==> src/rtl/uart_tx_ctrl.sv <==
// uart_tx_ctrl: UART transmit sequencer with 16x baud tick, configurable frame format and back-to-back loading
module uart_tx_ctrl (
  input  logic        sys_clk,
  input  logic        rst,
  input  logic        reg_ctrl_thr_vld,
  input  logic [7:0]  reg_ctrl_thr_data,
  input  logic [15:0] reg_ctrl_dllh_data,
  input  logic        reg_ctrl_set_dllh_vld,
  input  logic [1:0]  reg_ctrl_lcr_dls,
  input  logic        reg_ctrl_lcr_pen,
  input  logic        reg_ctrl_lcr_eps,
  input  logic        reg_ctrl_lcr_stop,
  output logic        ctrl_reg_thr_read,
  output logic        ctrl_reg_thsr_empty,
  output logic        ctrl_reg_tx_busy,
  output logic        uart_txd
);
  typedef enum logic [2:0] {IDLE, START, DATA, PARITY, STOP} state_t;
  state_t      state_q, state_d;
  logic [15:0] div_q, div_d;
  logic [5:0]  tick_cnt_q, tick_cnt_d, bit_len;
  logic [2:0]  bit_cnt_q, bit_cnt_d;
  logic [7:0]  shift_q, shift_d, mask;
  logic [1:0]  dls_q, dls_d;
  logic        pen_q, pen_d, stop_q, stop_d, par_q, par_d;
  logic        txd_q, txd_d;
  logic        n_zero, tick, bit_end, last_data, load, shift_en;
  always_comb begin
    n_zero     = reg_ctrl_dllh_data == 16'd0;
    tick       = !n_zero && (div_q >= reg_ctrl_dllh_data - 16'd1);
    bit_len    = state_q == STOP ? (stop_q ? (dls_q == 2'd0 ? 6'd24 : 6'd32) : 6'd16) : 6'd16;
    bit_end    = tick && (tick_cnt_q == bit_len - 6'd1);
    last_data  = bit_cnt_q == ({1'b0, dls_q} + 3'd4);
    load       = reg_ctrl_thr_vld && !n_zero && (state_q == IDLE || (state_q == STOP && bit_end));
    shift_en   = state_q == DATA && bit_end;
    mask       = 8'hFF >> (2'd3 - reg_ctrl_lcr_dls);
    div_d      = (reg_ctrl_set_dllh_vld || load || n_zero || tick) ? 16'd0 : div_q + 16'd1;
    tick_cnt_d = (reg_ctrl_set_dllh_vld || load || bit_end || state_q == IDLE) ? 6'd0 :
                 tick ? tick_cnt_q + 6'd1 : tick_cnt_q;
    bit_cnt_d  = load ? 3'd0 : shift_en ? bit_cnt_q + 3'd1 : bit_cnt_q;
    shift_d    = load ? reg_ctrl_thr_data : shift_en ? shift_q >> 1 : shift_q;
    dls_d      = load ? reg_ctrl_lcr_dls : dls_q;
    pen_d      = load ? reg_ctrl_lcr_pen : pen_q;
    stop_d     = load ? reg_ctrl_lcr_stop : stop_q;
    par_d      = load ? (^(reg_ctrl_thr_data & mask)) ^ ~reg_ctrl_lcr_eps : par_q;
    state_d    = state_q;
    case (state_q)
      IDLE:    if (load) state_d = START;
      START:   if (bit_end) state_d = DATA;
      DATA:    if (bit_end && last_data) state_d = pen_q ? PARITY : STOP;
      PARITY:  if (bit_end) state_d = STOP;
      STOP:    if (bit_end) state_d = load ? START : IDLE;
      default: state_d = IDLE;
    endcase
    // txd is registered from the upcoming state so the line changes exactly on the bit boundary edge
    txd_d = state_d == START ? 1'b0 : state_d == DATA ? shift_d[0] : state_d == PARITY ? par_d : 1'b1;
  end
  always_ff @(posedge sys_clk or posedge rst) begin
    if (rst) begin
      state_q    <= IDLE;
      div_q      <= '0;
      tick_cnt_q <= '0;
      bit_cnt_q  <= '0;
      shift_q    <= '0;
      dls_q      <= '0;
      pen_q      <= 1'b0;
      stop_q     <= 1'b0;
      par_q      <= 1'b0;
      txd_q      <= 1'b1;
    end else begin
      state_q    <= state_d;
      div_q      <= div_d;
      tick_cnt_q <= tick_cnt_d;
      bit_cnt_q  <= bit_cnt_d;
      shift_q    <= shift_d;
      dls_q      <= dls_d;
      pen_q      <= pen_d;
      stop_q     <= stop_d;
      par_q      <= par_d;
      txd_q      <= txd_d;
    end
  end
  assign ctrl_reg_thr_read   = load;
  assign ctrl_reg_thsr_empty = state_q == IDLE;
  assign ctrl_reg_tx_busy    = state_q != IDLE || reg_ctrl_thr_vld;
  assign uart_txd            = txd_q;
endmodule

==> config.mk <==
export PLATFORM = sky130hd
export DESIGN_NAME = uart_tx_ctrl
export DESIGN_NICKNAME = d
export VERILOG_FILES = /design/src/rtl/uart_tx_ctrl.sv
export SDC_FILE = /design/constraint.sdc
export NUM_CORES = 1
export LEC_CHECK = 0
export CORE_ASPECT_RATIO = 0.7
export CORE_MARGIN = 2
export CORE_UTILIZATION = 39
export CTS_CLUSTER_DIAMETER = 200
export DETAILED_ROUTE_END_ITERATION = 12
export SLEW_MARGIN = 0
export SYNTH_ARGS = -nofsm -noshare
export SYNTH_HDL_FRONTEND = slang
export SYNTH_SLANG_ARGS = --single-unit
==> constraint.sdc <==
create_clock -name sys_clk -period 4.45 [get_ports sys_clk]
set_clock_uncertainty 0.15 [all_clocks]
set_input_delay 0.89 -clock sys_clk [delete_from_list [all_inputs] [get_ports sys_clk]]
set_output_delay 0.89 -clock sys_clk [all_outputs]
set_load 0.005 [all_outputs]
# After elaboration in Yosys (flattened, before gate mapping)
# Cells that the tools add are included.
op_classes:
  n_addsub: 7
  order_cmp: 1
  n_eq_ne: 9
  n_shift: 1
  mux: 22
  n_bitwise: 3
  reduce_logical: 22
op_table:
  columns: ["op", "n"]
  rows:
  - ["$mux 6", 5]
  - ["$mux 3", 8]
  - ["$add 16x1->16 const B", 1]
  - ["$ge 16x16->1", 1]
  - ["$logic_not 16->1", 1]
  - ["$mux 16", 1]
  - ["$mux 8", 2]
  - ["$sub 16x1->16 const B", 1]
  - ["$pmux 3 s5", 1]
  - ["$eq 3x2->1 const B", 4]
  - ["$and 8x8->8", 1]
  - ["$reduce_xor 8->1", 1]
  - ["$shr 8x2->8 const A", 1]
  - ["$logic_and 1x1->1", 7]
  - ["$logic_or 1x1->1", 7]
  - ["$add 6x1->6 const B", 1]
  - ["$eq 3x1->1 const B", 2]
  - ["$eq 6x6->1", 1]
  - ["$sub 6x1->6 const B", 1]
  - ["$mux 1", 5]
  - ["$reduce_bool 2->1", 2]
  - ["$add 2x3->3 const B", 1]
  - ["$add 3x1->3 const B", 1]
  - ["$eq 3x3->1", 1]
  - ["other kinds (8)", 8]
totals:
  regBits: 42
  in_bits: 33
  output_inout_bits: 4
  wordCells: 76

# Longest topological paths before layout
# Gate-level depths: netlist (run 1).
depth:
  depth_word: 17
  ltp_mapped: 15
  ltp_nobuf: 13

# Least setup slack after synthesis (run 1)
# No wires, ideal clock.
synth_timing:
  path_type: "input to output"
  start: "in reg_ctrl_dllh_data[5]"
  end: "out ctrl_reg_thr_read"
  arrival_ps: 3517
  required_ps: 3410
  slack_ps: -107
  cell_stages: 13
  path_buffers: 2
  cell_sequence: "nor4_1 > nor4b_1 > nand2_1 > nor4_1 > xnor2_1 > ha_1 > a21oi_1 > o21ai_0 > a211o_1 > buf_4 > nand2_4 > a21oi_4 > buf_6"
synth_via:
  elab_chain_len: 7
  elab_cells_between_ends: 10
  classes_between: "add/sub (1); order compare (1); reduce/logical (8)"
synth_rtl:
  columns: ["element", "line", "source"]
  rows:
  - ["start: declaration", "7", "input logic [15:0] reg_ctrl_dllh_data,"]
  - ["$sub 16x1->16 / $logic_not 16->1 (equally long branches)", "30, 29", null]
  - ["$ge 16x16->1 / $logic_not 1->1 (equally long branches)", "30, 34", null]
  - ["$logic_and 1x1->1", "30", "tick = !n_zero && (div_q >= reg_ctrl_dllh_data - 16'd1);"]
  - ["$logic_and 1x1->1", "32", "bit_end = tick && (tick_cnt_q == bit_len - 6'd1);"]
  - ["$logic_and 1x1->1", "34", "load = reg_ctrl_thr_vld && !n_zero && (state_q == IDLE || (state_q == STOP && bit_end));"]
  - ["$logic_or 1x1->1", "34", null]
  - ["$logic_and 1x1->1 *", "34", null]
  - ["end: declaration", "13", "output logic ctrl_reg_thr_read,"]
# Mark *: on every way between the ends. The rest lies on a longest branch, timed or not.

# Worst setup path in the final report (run 1)
layout_timing:
  start: "in reg_ctrl_dllh_data[13]"
  end: "out ctrl_reg_thr_read"
# The elaborated chain is that of the path after synthesis.

==> results of run 1 <==
## cell type report
class | count | area, um^2
clock inverter | 3 | 25.0
tap | 98 | 123
timing repair buffer | 80 | 689
inverter | 7 | 26.3
fill | 657 | 3390
clock buffer | 5 | 68.8
sequential | 42 | 1050
multi-input combinational | 244 | 1820
## cells in the mapped netlist, types with 5 or more instances
cell	n	area share
nor3_1	11	0.019
nand3_1	17	0.030
nand2_1	27	0.036
xnor2_1	24	0.074
ha_1	20	0.088
and3_1	10	0.022
dfrtp_1	41	0.36
a221o_1	6	0.021
mux2_2	5	0.020
nand4_1	5	0.011
xor2_1	21	0.065
a21oi_1	9	0.016
inv_1	7	0.0092
nor2_1	36	0.047
## flip-flops by register name (all words and copies together), names as in the netlist
signal	cells
bit_cnt_q	3
tick_cnt_q	6
uart_txd	1
stop_q	1
shift_q	8
pen_q	1
div_q	16
state_q	3
par_q	1
dls_q	2
## repair_timing
item | CTS | global route
setup endpoints to repair | 1 | 1
setup buffers | 2 | 2
resized for setup | 25 | 21
pin swaps | 9 | 11
## final timing paths
path                                              from                end  slack (ns)  cells after the start
worst max register to register                div_q[2]          div_q[14]        1.55                     10
max in group asynchronous                          rst         shift_q[4]        2.46                      3
worst max-delay path            reg_ctrl_dllh_data[13]  ctrl_reg_thr_read        0.07                     11
worst min-delay path                        shift_q[3]         shift_q[3]        0.37                      1
worst min register to register              shift_q[3]         shift_q[3]        0.37                      1
min in group asynchronous                          rst      tick_cnt_q[0]        0.99                      2
## critical path, cell delays in order
cell	delay, ns
clkdlybuf4s50_1	0.45
or4_4	0.54
nor3_2	0.14
xnor2_1	0.11
ha_1	0.34
nand4_1	0.17
nor2_2	0.16
a211o_1	0.21
nand2_4	0.07
a21oi_4	0.13
buf_2	0.13
## kinds of logic (layout without fill, tap and decap cells)
group,after synthesis,after routing,share of synthesized area
mux,7,7,0.0268
xor+xnor,45,45,0.138
fa+ha+maj,20,20,0.0878
compound gates,41,41,0.107
flops,42,42,0.369
buf+inv,15,95,0.0329
simple gates,131,131,0.238
## power by group
part	switching (uW)	total, uW	leakage (uW)	internal [uW]
Combinational	87.2	203	0.00111	116
Clock	148	261	0.0000447	113
Sequential	34.1	462	0.000553	428
Total	269	926	0.00171	657
## metal layers
metal | routed length, um | GRT usage | vias to the layer above
met5 | 0 | 0 | -
met4 | 57 | 0.0395 | 0
met3 | 371 | 0.0342 | 5
met2 | 2770 | 0.254 | 55
met1 | 3460 | 0.273 | 1149
li1 | - | - | 1221
## through the flow
step	cell area [um^2]	setup WS, ns	std cells
floorplan	2860	0.0392	301
global placement	3580	-0.604	468
detailed placement	3580	-0.676	468
CTS	3760	0.00846	477
global route	3800	-0.113	479
finish	3800	0.0738	479
==> flow_summary.json, run 1 <==
{
  "syn-num-nets": 354,
  "dr.pass1.iters": 4,
  "setup_violations": 0,
  "clk_latency_ns": 0.30,
  "final_common_cell": "buf_4",
  "wl_per_cell_um": 13.9,
  "syn-cell-area_mm2": 0.00285,
  "peakVddDrop_v": 0.000139,
  "core_area_mm2": 0.00719,
  "antenna_left": 0,
  "fin_crit_sh": 0.983,
  "yosys_most_used_dff": "dfrtp_1",
  "clock_path_buffers": 2,
  "die_y_um": 75.5,
  "hpwlAfterDp_mm": 5.22,
  "synthDistinctLibCells": 53,
  "grtUsageTotal": 0.176,
  "avgSynthCellArea_um2": 9.47,
  "worst_pin_slew_ns": 1.04,
  "die_area_mm2": 0.00802,
  "mostFrequentLayoutCells": "buf_4, dfrtp_1, nor2_1, clkdlybuf4s50_1, nand2_1",
  "num_vias": 2430,
  "hold_viol": 0,
  "hold_path.class": "reg2reg",
  "status": "complete, no violations",
  "rows": 26,
  "viasPerCell": 5.07,
  "slew_headroom": 0.307,
  "cp.arrival_ns": 3.34,
  "syn2layout_area_growth_pct": 33.4,
  "final_nets": 433,
  "initial_core_util": 0.396,
  "hold_buffers": 0,
  "clk_pin_slew_ns": 0.09,
  "post-route-min-period_ns": 4.38,
  "diodes": 0,
  "wl_mm": 6.66,
  "crit_type": "in2out",
  "drc_errors": 0,
  "timing.setup.tns_ns": 0,
  "layout-drive-gt1-share": 0.228,
  "grt_max_degree": 28,
  "fin_hold_ws_ns": 0.366,
  "netlist_instances": 301,
  "grt_pass1_vias": 2260,
  "p_per_area_mw_per_mm2": 244,
  "grt-ovfl-total": 0,
  "rsz0062_at_grt": "true",
  "critPathLaunchType": "input port",
  "cts_sinks": 42,
  "utilization": 0.529,
  "ys_seq_area_frac": 0.369,
  "max_freq_mhz": 229,
  "slew_violations": 0,
  "cp-end-kind": "output port",
  "ios": 37,
  "grt_antenna_before_repair": 0,
  "cp_max_fo": 3,
  "crit_required_ns": 3.41,
  "maxCapViolations": 0,
  "io_buffers": 36,
  "die_w_um": 106,
  "leakagePower_uw": 0.00171,
  "tritoncts": "built",
  "drt_iter0_drc": 115,
  "place.gp.congestion": 0.886,
  "ys_warn_count": 0,
  "yosys_register_bits": 42,
  "root_buffer": "clkbuf_8",
  "cts_buffers": 5,
  "async_flop_share": 1.00,
  "synth_edf_count": 0,
  "total_power_uw": 926,
  "htreeDepth": 2,
  "grt_pass1_wl_mm": 11.0
}
Power figures use the tool's default switching activity.
==> run 2, diff against run 1 <==
CORE_UTILIZATION = 50   (was 39)
PLACE_DENSITY = 0.76   (was not set)
==> flow_summary.json, run 2 (synthesized netlist as in run 1, its figures left out) <==
{
  "cts_sinks": 42,
  "critPathLaunchType": "input port",
  "status": "complete, no violations",
  "num_vias": 2420,
  "post-route-min-period_ns": 4.36,
  "hold_path.class": "reg2reg",
  "mostFrequentLayoutCells": "dfrtp_1, buf_4, nor2_1, clkdlybuf4s50_1, nand2_1",
  "reg_top3": "div_q: 16 flops, shift_q: 8 flops, tick_cnt_q: 6 flops",
  "slew_violations": 0,
  "clock_path_buffers": 2,
  "rows": 22,
  "dr.pass1.iters": 4,
  "crit_required_ns": 3.41,
  "setup_violations": 0,
  "wl_per_cell_um": 14.4,
  "cts_buffers": 5,
  "total_power_uw": 956,
  "antenna_left": 0,
  "grtUsageTotal": 0.229,
  "initial_core_util": 0.531,
  "leakagePower_uw": 0.00169,
  "place.gp.congestion": 0.913,
  "holdPathStages": 1,
  "core_area_mm2": 0.00537,
  "htreeDepth": 2,
  "diodes": 0,
  "slew_headroom": 0.501,
  "dpl-instance-area_mm2": 0.00352,
  "clk_latency_ns": 0.29,
  "post-place-ws_ns": -0.680,
  "viasPerCell": 5.37,
  "syn2layout_area_growth_pct": 30.3,
  "regMostFlops": "div_q",
  "cp_max_fo": 3,
  "hold_viol": 0,
  "grt_pass1_wl_mm": 11.2,
  "die_y_um": 67.2,
  "cp-end-kind": "output port",
  "layout-drive-gt1-share": 0.201,
  "final.setup.worst_slack_ns": 0.0851,
  "drc_errors": 0,
  "timing.setup.tns_ns": 0,
  "crit_type": "in2out",
  "die_area_mm2": 0.00633,
  "worst_pin_slew_ns": 0.746,
  "max_freq_mhz": 229,
  "cp.arrival_ns": 3.32,
  "clk_pin_slew_ns": 0.08,
  "peakVddDrop_v": 0.000174,
  "drt_iter0_drc": 133,
  "r2r_cells": 10,
  "root_buffer": "clkbuf_8",
  "wl_mm": 6.48,
  "rsz0062_at_grt": "true",
  "grt_max_degree": 43,
  "final_nets": 431,
  "grt_pass1_vias": 2358,
  "ios": 37,
  "die_w_um": 94.2,
  "largest_reg_flops": 16,
  "fin_crit_sh": 0.981,
  "tritoncts": "built",
  "io_buffers": 36,
  "multi_input_area_mm2": 0.00176,
  "p_per_area_mw_per_mm2": 257,
  "hpwlAfterDp_mm": 5.01,
  "grt-ovfl-total": 0,
  "fillers": 423,
  "final-seq-area_mm2": 0.00105,
  "grt_antenna_before_repair": 0,
  "final_cell_area_mm2": 0.00371,
  "maxCapViolations": 0
}
## run 2: layout make-up
cell class,count,share of cell area
timing repair buffer,78,0.181
inverter,7,0.00708
tap,72,0.0243
multi-input combinational,244,0.475
clock inverter,2,0.0101
sequential,42,0.283
clock buffer,6,0.0195
## run 2: layer usage
layer  global-route usage  share of wire  vias up
li1                     -              -     1225
met3               0.0469          0.055        4
met4               0.0471         0.0059        0
met2                0.338           0.42       54
met1                0.347           0.51     1137
met5                    0              0        -
## run 2: timing repair
| action | 4_1_cts | 5_1_grt |
|---|---|---|
| endpoints found under the hold margin | 0 | 0 |
| setup endpoints to repair | 1 | 1 |
| hold buffers | 0 | 0 |
| gates cloned | 0 | 0 |
| gates resized for setup | 23 | 15 |
| setup buffers | 2 | 3 |
| pin swaps | 11 | 10 |
## run 2: where the power goes
group	switching (uW)	internal (uW)	total [uW]
registers	36.1	428	464
logic	83.4	110	193
clock network	131	167	299
total	251	705	956
## run 2: path summary, 6_finish.rpt
| path | from | to | slack (ns) |
|---|---|---|---|
| max | reg_ctrl_dllh_data[2] | ctrl_reg_thr_read | 0.09 |
| min | stop_q | stop_q | 0.37 |
| max reg2reg | div_q[2] | div_q[3] | 1.45 |
| min reg2reg | stop_q | stop_q | 0.37 |
| max in group asynchronous | rst | uart_txd | 2.90 |
| min in group asynchronous | rst | tick_cnt_q[4] | 0.88 |
## run 2: critical path: stages
cell	delay (ns)
buf_8	0.10
nor4_4	0.25
buf_4	0.15
nor4b_4	0.24
nand2_2	0.12
buf_6	0.14
nor3_4	0.16
xnor2_1	0.09
ha_1	0.31
nand4_1	0.16
a21oi_2	0.20
a211o_1	0.18
nand2_4	0.07
a21oi_4	0.12
buf_2	0.13
## run 2: per-stage QoR
step           std cells   util  hold slack, ns
2_1_floorplan        301      -           0.318
3_3_place_gp         438  0.655           0.337
3_5_place_dp         438  0.655           0.345
4_1_cts              448  0.680           0.366
5_1_grt              451  0.692           0.394
6_report             451  0.692           0.365
